===== config.mk =====
export PLATFORM = sky130hd
export DESIGN_NAME = vga_sync_gen
export DESIGN_NICKNAME = d
export VERILOG_FILES = /design/src/rtl/vga_timing_pkg.sv /design/src/rtl/vga_delay_line.sv /design/src/rtl/vga_sync_gen.sv
export SDC_FILE = /design/constraint.sdc
export NUM_CORES = 1
export LEC_CHECK = 0
export BUFFER_PORTS_ARGS = -buffer_cell sky130_fd_sc_hd__buf_4
export CAP_MARGIN = 20
export CORE_MARGIN = 4
export CORE_UTILIZATION = 54
export CTS_BUF_LIST = sky130_fd_sc_hd__clkbuf_8 sky130_fd_sc_hd__clkbuf_16
export DETAILED_ROUTE_END_ITERATION = 10
export GPL_ROUTABILITY_DRIVEN = 0
export PLACE_DENSITY = 0.78
export SYNTH_ARGS = -nofsm -noshare
export SYNTH_HDL_FRONTEND = slang
export SYNTH_HIERARCHICAL = 1
export SYNTH_SLANG_ARGS = --single-unit

===== constraint.sdc =====
create_clock -name clk -period 2.05 [get_ports clk]
set_input_delay 0.41 -clock clk [delete_from_list [all_inputs] [get_ports clk]]
set_output_delay 0.41 -clock clk [all_outputs]
set_load 0.02 [all_outputs]

===== src/rtl/vga_timing_pkg.sv =====
// rtl/vga_timing_pkg.sv - 720p60 raster constants and total helpers shared by the sync and colour stages
package vga_timing_pkg;

    localparam int ADDR_W = 11;

    localparam int H_ACTIVE_720P = 1280;
    localparam int H_FP_720P     = 110;
    localparam int H_SYNC_720P   = 40;
    localparam int H_BP_720P     = 220;
    localparam int V_ACTIVE_720P = 720;
    localparam int V_FP_720P     = 5;
    localparam int V_SYNC_720P   = 5;
    localparam int V_BP_720P     = 20;
    localparam bit H_POL_720P    = 1'b1;
    localparam bit V_POL_720P    = 1'b1;

    function automatic int h_total(input int active, input int fp, input int sync, input int bp);
        return active + fp + sync + bp;
    endfunction

    function automatic int v_total(input int active, input int fp, input int sync, input int bp);
        return active + fp + sync + bp;
    endfunction

endpackage


===== src/rtl/vga_delay_line.sv =====
// rtl/vga_delay_line.sv - enabled shift register of DEPTH stages (0 = wire) with async reset value
module vga_delay_line #(
    parameter int               DEPTH   = 1,
    parameter int               WIDTH   = 4,
    parameter logic [WIDTH-1:0] RST_VAL = '0
) (
    input  logic             clk,
    input  logic             rst_n,
    input  logic             en,
    input  logic [WIDTH-1:0] din,
    output logic [WIDTH-1:0] dout
);

    if (DEPTH < 0 || DEPTH > 4) begin : g_bad_depth
        $error("vga_delay_line: DEPTH must be 0..4");
    end

    if (DEPTH == 0) begin : g_wire
        logic unused_ok;
        assign unused_ok = &{1'b0, clk, rst_n, en};
        assign dout      = din;
    end else begin : g_regs
        logic [WIDTH-1:0] stage_q [DEPTH];
        logic [WIDTH-1:0] stage_d [DEPTH];

        always_comb begin
            stage_d = stage_q;
            if (en) begin
                stage_d[0] = din;
                for (int i = 1; i < DEPTH; i++) begin
                    stage_d[i] = stage_q[i-1];
                end
            end
        end

        always_ff @(posedge clk or negedge rst_n) begin
            if (!rst_n) begin
                for (int i = 0; i < DEPTH; i++) begin
                    stage_q[i] <= RST_VAL;
                end
            end else begin
                stage_q <= stage_d;
            end
        end

        assign dout = stage_q[DEPTH-1];
    end

endmodule


===== src/rtl/vga_sync_gen.sv =====
// rtl/vga_sync_gen.sv - raster counters, pixel address bus and delayed active/sync/frame_start decodes
module vga_sync_gen
    import vga_timing_pkg::*;
#(
    parameter int H_ACTIVE = H_ACTIVE_720P,
    parameter int H_FP     = H_FP_720P,
    parameter int H_SYNC   = H_SYNC_720P,
    parameter int H_BP     = H_BP_720P,
    parameter int V_ACTIVE = V_ACTIVE_720P,
    parameter int V_FP     = V_FP_720P,
    parameter int V_SYNC   = V_SYNC_720P,
    parameter int V_BP     = V_BP_720P,
    parameter bit H_POL    = H_POL_720P,
    parameter bit V_POL    = V_POL_720P,
    parameter int PIPE_DLY = 1
) (
    input  logic              clk,
    input  logic              rst_n,
    input  logic              en,
    output logic [ADDR_W-1:0] col_addr,
    output logic [ADDR_W-1:0] row_addr,
    output logic              ready,
    output logic              hsync,
    output logic              vsync,
    output logic              frame_start
);

    localparam int H_TOTAL = h_total(H_ACTIVE, H_FP, H_SYNC, H_BP);
    localparam int V_TOTAL = v_total(V_ACTIVE, V_FP, V_SYNC, V_BP);

    if (H_TOTAL > 2047 || V_TOTAL > 2047) begin : g_bad_total
        $error("vga_sync_gen: H_TOTAL and V_TOTAL must not exceed 2047");
    end
    if (PIPE_DLY < 0 || PIPE_DLY > 4) begin : g_bad_dly
        $error("vga_sync_gen: PIPE_DLY must be 0..4");
    end

    localparam logic [ADDR_W-1:0] H_LAST   = ADDR_W'(H_TOTAL - 1);
    localparam logic [ADDR_W-1:0] V_LAST   = ADDR_W'(V_TOTAL - 1);
    localparam logic [ADDR_W-1:0] H_ACT_C  = ADDR_W'(H_ACTIVE);
    localparam logic [ADDR_W-1:0] V_ACT_C  = ADDR_W'(V_ACTIVE);
    localparam logic [ADDR_W-1:0] HS_BEG   = ADDR_W'(H_ACTIVE + H_FP);
    localparam logic [ADDR_W-1:0] HS_END   = ADDR_W'(H_ACTIVE + H_FP + H_SYNC);
    localparam logic [ADDR_W-1:0] VS_BEG   = ADDR_W'(V_ACTIVE + V_FP);
    localparam logic [ADDR_W-1:0] VS_END   = ADDR_W'(V_ACTIVE + V_FP + V_SYNC);

    logic [ADDR_W-1:0] col_q, col_d;
    logic [ADDR_W-1:0] row_q, row_d;

    always_comb begin
        col_d = col_q;
        row_d = row_q;
        if (en) begin
            if (col_q == H_LAST) begin
                col_d = '0;
                row_d = (row_q == V_LAST) ? '0 : row_q + 1'b1;
            end else begin
                col_d = col_q + 1'b1;
            end
        end
    end

    always_ff @(posedge clk or negedge rst_n) begin
        if (!rst_n) begin
            col_q <= '0;
            row_q <= '0;
        end else begin
            col_q <= col_d;
            row_q <= row_d;
        end
    end

    assign col_addr = col_q;
    assign row_addr = row_q;

    logic act, hs, vs, fs;
    logic hs_lvl, vs_lvl;

    always_comb begin
        act    = (col_q < H_ACT_C) && (row_q < V_ACT_C);
        hs     = (col_q >= HS_BEG) && (col_q < HS_END);
        vs     = (row_q >= VS_BEG) && (row_q < VS_END);
        fs     = (col_q == '0) && (row_q == '0);
        hs_lvl = hs ? H_POL : ~H_POL;
        vs_lvl = vs ? V_POL : ~V_POL;
    end

    // Reset value keeps every stage inactive, so no frame_start can leak out before pixel (0,0).
    logic [3:0] dly_out;

    vga_delay_line #(
        .DEPTH   (PIPE_DLY),
        .WIDTH   (4),
        .RST_VAL ({1'b0, ~H_POL, ~V_POL, 1'b0})
    ) u_dly (
        .clk   (clk),
        .rst_n (rst_n),
        .en    (en),
        .din   ({act, hs_lvl, vs_lvl, fs}),
        .dout  (dly_out)
    );

    assign {ready, hsync, vsync, frame_start} = dly_out;

endmodule


==> results of run 1 <==
through the flow:
stage	setup slack, ns	cell area (µm²)	instances	power, µW	utilization
final	0.262	1760	215	1260	0.644
after global routing	0.106	1760	215	1320	0.644
after CTS	0.268	1760	215	1270	0.644
after detailed placement	0.300	1720	212	991	0.629
after global placement	0.337	1720	212	978	0.629
after floorplan	0.343	1530	160	867	-
layout by cell type, fill, tap and decap left out, types with 2 or more instances in the layout:
cell type,instances
buf_4,29
dfrtp_1,26
nand2_1,14
inv_1,11
nand4_1,11
a21oi_1,9
nand3_1,8
o21ai_0,7
nor2_1,6
a31oi_1,6
ha_1,6
nor3_1,5
and2_1,4
xnor2_1,4
xor2_1,4
mux2_2,4
and3_1,3
clkbuf_8,3
o21bai_1,2
nor4b_1,2
and4_2,2
mux2i_1,2
or3_1,2
metal layers:
metal,vias up,part of all wire,global-route usage
met5,-,0,0
met4,0,0.025,0.0929
met3,11,0.059,0.0356
met2,56,0.50,0.326
met1,625,0.41,0.240
li1,628,-,-
logic make-up after synthesis:
family | synth area share
adder cells (fa/ha/maj) | 0.0492
AO/OA/AOI/OAI | 0.116
XOR/XNOR | 0.0459
buffers and inverters | 0.0680
AND/OR/NAND/NOR | 0.252
flip-flops | 0.426
multiplexers | 0.0426
registers in the layout (all words and copies together) (netlist names):
register	cells
col_addr	11
row_addr	11
u_dly/dout	4
final cells by class:
class,count,area (µm²),area share
inverter,11,41.3,0.0234
multi-input combinational,115,772,0.438
timing repair buffer,29,218,0.124
clock buffer,3,41.3,0.0234
tap,31,38.8,0.0220
sequential,26,651,0.369
worst register-to-register path: stages (launching register included):
cell and delay [ns]:
dfrtp_1 0.43, inv_1 0.13, ha_1 0.16, and4b_4 0.26, nand4_2 0.16, or3_1 0.40
xnor2_1 0.13
path summary, 6_finish.rpt:
| kind | cells after the start | end | slack [ns] | from |
|---|---|---|---|---|
| worst max-delay path | 6 | row_addr[10]$_DFFE_PN0P_ | 0.26 | col_addr[1]$_DFFE_PN0P_ |
| worst min-delay path | 1 | col_addr[7]$_DFFE_PN0P_ | 0.04 | rst_n |
| worst max register to register | 6 | row_addr[10]$_DFFE_PN0P_ | 0.26 | col_addr[1]$_DFFE_PN0P_ |
| worst min register to register | 1 | u_dly/dout[3]$_DFFE_PN0P_ | 0.51 | u_dly/dout[3]$_DFFE_PN0P_ |
| max in group asynchronous | 1 | col_addr[8]$_DFFE_PN0P_ | 1.75 | rst_n |
| min in group clk | 2 | col_addr[0]$_DFFE_PN0P_ | 0.45 | en |
power breakdown:
group	total [µW]	switching (µW)	internal [µW]
Combinational	320	186	134
Sequential	661	101	560
Clock	276	145	131
==> results by group, run 1 <==
Outcome
  • Run status: finished, final reports clean

Die
  • Initial Util: 0.558
  • Chip width: slightly above 60 µm
  • Num rows: 19
  • Core ar.: 2730 µm²
  • DIE HEIGHT: between 60 and 70 µm
  • Die area: 3740 µm²
  • Boundary pin count: 29

Global route
  • Number of global-route vias before repair: 1235
  • GRT Residual Overflow: 0
  • Initial antenna violation count: 0
  • GRT Util Overall: 0.194
  • Global-route wire length before repair: 5380 µm
  • Largest net degree at the start of global routing: 27

Logic synthesis
  • Ys flop type: dfrtp_1
  • Syn nets: ~170
  • Cell taking the most area after synthesis: dfrtp_1
  • Post-synth EDFFs: 0
  • Most common cell in the synthesized netlist: dfrtp_1
  • Synth Cell Area: 1530 µm²
  • Top post-synthesis cells by area: dfrtp_1 43%, ha_1 4.9%, nand4_1 4.5%, nand2_1 3.4%, a21oi_1 3.0%
  • Synth warn: 6
  • Post-synth cell types: 38
  • Avg Inst Size Synth: approximately 9.5 µm²
  • Synth Register Bits: 26
  • Cell count after synthesis: 160
  • FFs w/ async S/R, synth: 1.00
  • Post-synth top cells: 26 x dfrtp_1, 14 x nand2_1, 11 x inv_1, 11 x nand4_1, 9 x a21oi_1
  • Top-area cell type share of the netlist area: 0.426
  • Sequential area share after synthesis: 0.426

CTS
  • Post-CTS setup buffers: 0
  • # resized after CTS: 0
  • CTS max path bufs: 2
  • CTS root buf: clkbuf_8
  • Hold_buf cts: 0
  • CTS buffer count: 3
  • TritonCTS clock tree: done
  • Worst skew pair latency: 0.26 ns
  • Total clock sinks: 26
  • H-Tree Level Count: 1
  • Clk slew on worst S/H paths: 0.08 ns

Placed design
  • HPWL after detailed placement: roughly 2500 µm
  • Port-buffer cells: 28

Timing
  • Clock skew: 0.00592 ns
  • Worst slew pin tran: 0.370 ns
  • Fmax: roughly 560 MHz
  • Hold slack: a little under 0.04 ns
  • Post-layout min period: 1.79 ns
  • RSZ-0062 raised after global routing: no
  • Max-slew headroom: 0.750
  • Hold Fails Final Rpt: 0
  • Final Cycle Share: 0.872
  • Setup Total Neg Slack: 0 ns
  • Pins Over Slew Limit: 0
  • # setup viols final: 0

Critical path
  • Required @ worst endpoint: approximately 2.2 ns
  • Critical Path Max Stage Delay: 0.43 ns
  • Crit-path max FO: 6
  • Startpoint Class: register
  • Max stage delay cell, worst path: dfrtp_1
  • CP top delay family: simple AND/OR/NAND/NOR gates
  • Crit-path cells: inv_1, ha_1, and4b_4, nand4_2, or3_1, xnor2_1
  • Setup crit end kind: register
  • Worst Path Buf+Inv: 1
  • Arrival @ worst endpoint: 1.94 ns
  • WS Path Type: register to register

Route
  • Routed WL per cell: approximately 16 µm
  • Drc violations: 0
  • Via count: about 1300
  • Routed vias/inst: ~6.1
  • Drt total wl: 3380 µm
  • First DRT Iteration DRCs: 57
  • Post-route ant nets: 0
  • Drt first pass iters: 4

Layout
  • Final Net Count: 195
  • Antenna diodes: 0
  • Area grow syn2layout: 15.4%
  • Filler instances: approximately 230
  • Layout cells sized above 1: 0.228

Flow run
  • Max_cap viols: 0

Power and ir drop
  • LEAKAGE: just over 0.0008 µW
  • Pwr/cell area: 714 nW/µm²
  • Worst ir drop on vdd: 0.535 mV

Worst hold path
  • Worst min-delay path category: input port to async pin
Power figures use the tool's default switching activity.
==> inputs of run 2 (changes only) <==
--- a/config.mk
+++ b/config.mk
@@ -13,6 +13,7 @@
 export DETAILED_ROUTE_END_ITERATION = 10
 export GPL_ROUTABILITY_DRIVEN = 0
 export PLACE_DENSITY = 0.78
+export SKIP_LAST_GASP = 1
 export SYNTH_ARGS = -nofsm -noshare
 export SYNTH_HDL_FRONTEND = slang
 export SYNTH_HIERARCHICAL = 1
==> constraint.sdc (replaced) <==
create_clock -name clk -period 1.7 [get_ports clk]
set_input_delay 0.34 -clock clk [delete_from_list [all_inputs] [get_ports clk]]
set_output_delay 0.34 -clock clk [all_outputs]
set_load 0.02 [all_outputs]
==> results by group, run 2 (synthesis gave the netlist of run 1 again) <==
Outcome
  • Run status: finished, final reports clean

Timing
  • Fmax: 617 MHz (+10%)
  • # setup viols final: 0 (unchanged)
  • Final WS setup: 0.0789 ns (-0.183 ns)
  • Final Cycle Share: 0.954 (+0.0812)
  • Max-slew headroom: 0.768 (+0.0174)
  • Worst slew pin tran: 0.343 ns (-0.0262 ns)
  • Clock skew: 0.0106 ns (+0.00464 ns)
  • Pins Over Slew Limit: 0 (unchanged)
  • Hold Fails Final Rpt: 0 (unchanged)
  • Post-layout min period: 1.62 ns (-0.167 ns)

Global route
  • Initial antenna violation count: 0 (unchanged)
  • GRT Residual Overflow: 0 (unchanged)
  • GRT Util Overall: 0.224 (+0.0296)
  • Global-route wire length before repair: 6270 µm (+16%)
  • Number of global-route vias before repair: 1357 (+9.9%)
  • Largest net degree at the start of global routing: 27 (unchanged)

Power and ir drop
  • LEAKAGE: 0.000909 µW (+13%)
  • Worst ir drop on vdd: 0.973 mV (+82%)
  • Total power: 1610 µW (+28%)
  • Pwr/cell area: 831 nW/µm² (+16%)

Layout
  • Leading cell type in the layout, fill and taps excluded: buf_4
  • Final Net Count: 214 (+9.7%)
  • Area grow syn2layout: 26.8%
  • Antenna diodes: 0 (unchanged)
  • Filler instances: 216 (-4.0%)
  • Most frequent cells in the layout: 46 x buf_4, 24 x dfrtp_1, 14 x nand2_1
  • Layout cells sized above 1: 0.309 (+0.0806)

Route
  • Routed vias/inst: 6.07 (-1.2%)
  • Drt first pass iters: 4 (unchanged)
  • Post-route ant nets: 0 (unchanged)
  • Routed WL per cell: 16.4 µm (+4.2%)
  • Drc violations: 0 (unchanged)
  • First DRT Iteration DRCs: 67 (+18%)
  • Via count: 1426 (+8.0%)
  • Drt total wl: 3850 µm (+14%)

Worst hold path
  • Worst min-delay path category: input port to register
  • Hold EP: col_addr[0]$_DFFE_PN0P_
  • Min-Delay Path Depth: 3
  • Hold_sp: en

Flow run
  • Max_cap viols: 0 (unchanged)

Critical path
  • WS Path Type: register to register
  • Reg2Reg Depth: 5 (-1)
  • Reg2reg end: u_dly/dout[1]$_DFFE_PN0P_
  • Required @ worst endpoint: 1.87 ns (-0.33 ns)
  • R2R setup slack: 0.08 ns (-0.18 ns)
  • Reg2reg start: row_addr[0]$_DFFE_PN0P_
  • Arrival @ worst endpoint: 1.79 ns (-0.15 ns)
  • Startpoint Class: register
  • Crit-path max FO: 9 (+3)
  • Setup crit end kind: register

Die
  • Core ar.: 2730 µm² (unchanged)
  • Die area: 3740 µm² (unchanged)
  • DIE HEIGHT: 61.2 µm (unchanged)
  • Chip width: 61.2 µm (unchanged)
  • Initial Util: 0.558 (unchanged)
  • Num rows: 19 (unchanged)
  • Boundary pin count: 29 (unchanged)

Placed design
  • HPWL after detailed placement: 2780 µm (+10%)
  • Port-buffer cells: 28 (unchanged)
  • Pre-CTS setup slack: 0.0211 ns (-0.279 ns)

CTS
  • H-Tree Level Count: 1 (unchanged)
  • CTS max path bufs: 2 (unchanged)
  • TritonCTS clock tree: done
  • CTS root buf: clkbuf_8
  • CTS buffer count: 3 (unchanged)
  • Worst skew pair latency: 0.28 ns (+0.02 ns)
  • Total clock sinks: 26 (unchanged)
  • Clk slew on worst S/H paths: 0.10 ns (+0.02 ns)
[run 2: what timing repair did]
action | CTS | global route
hold buffers | 1 | 0
endpoints found under the setup margin | 0 | 12
hold endpoints to repair | 26 | 0
setup buffers | 0 | 3
resized for setup | 0 | 4
[run 2: where the power goes]
part | internal (µW) | switching, µW
combinational | 204 | 284
clock | 162 | 202
sequential | 677 | 78.9
[run 2: final cells by class]
| class | instances | area (µm²) | area share |
|---|---|---|---|
| clock inverter | 1 | 3.75 | 0.00194 |
| sequential | 26 | 653 | 0.337 |
| tap | 31 | 38.8 | 0.0200 |
| timing repair buffer | 48 | 375 | 0.194 |
| clock buffer | 3 | 41.3 | 0.0213 |
| inverter | 11 | 41.3 | 0.0213 |
| multi-input combinational | 115 | 782 | 0.404 |
[run 2: how the worst max path moves through the flow]
| stage | startpoint | endpoint | slack, ns | depth (start not counted) |
|---|---|---|---|---|
| 2_1_floorplan | col_addr[1]$_DFFE_PN0P_ | row_addr[10]$_DFFE_PN0P_ | 0.03 | 6 |
| 3_3_place_gp | col_addr[1]$_DFFE_PN0P_ | row_addr[8]$_DFFE_PN0P_ | 0.08 | 6 |
| 3_5_place_dp | col_addr[1]$_DFFE_PN0P_ | row_addr[8]$_DFFE_PN0P_ | 0.02 | 6 |
| 4_1_cts | col_addr[1]$_DFFE_PN0P_ | row_addr[8]$_DFFE_PN0P_ | 0.006 | 6 |
| 5_1_grt | row_addr[0]$_DFFE_PN0P_ | u_dly/dout[1]$_DFFE_PN0P_ | -0.002 | 5 |
| 6_report | row_addr[0]$_DFFE_PN0P_ | u_dly/dout[1]$_DFFE_PN0P_ | 0.08 | 5 |
[run 2: per-stage QoR]
stage          instance area, µm²  utilization  cells  hold WS, ns  setup TNS, ns
6_report                     1940        0.708    235        0.440              0
2_1_floorplan                1530            -    160       0.0444              0
4_1_cts                      1890        0.691    232        0.444              0
5_1_grt                      1940        0.708    235        0.467       -0.00207
3_3_place_gp                 1830        0.671    227        0.267              0
3_5_place_dp                 1830        0.671    227        0.269              0
[run 2: metal layers]
metal	wire length, µm	global-route usage	vias to the layer above	part of all wire
li1	-	-	665	-
met1	1720	0.311	688	0.44
met2	1750	0.356	66	0.45
met3	331	0.0356	7	0.086
met4	61	0.0743	0	0.016
met5	0	0	-	0
[run 2: worst max-delay path, stage by stage, from the launching register on]
cell and delay (ns):
dfrtp_2 0.47, ha_1 0.24, o311ai_0 0.29, o31a_1 0.19, nor4_1 0.06, mux2_2 0.27
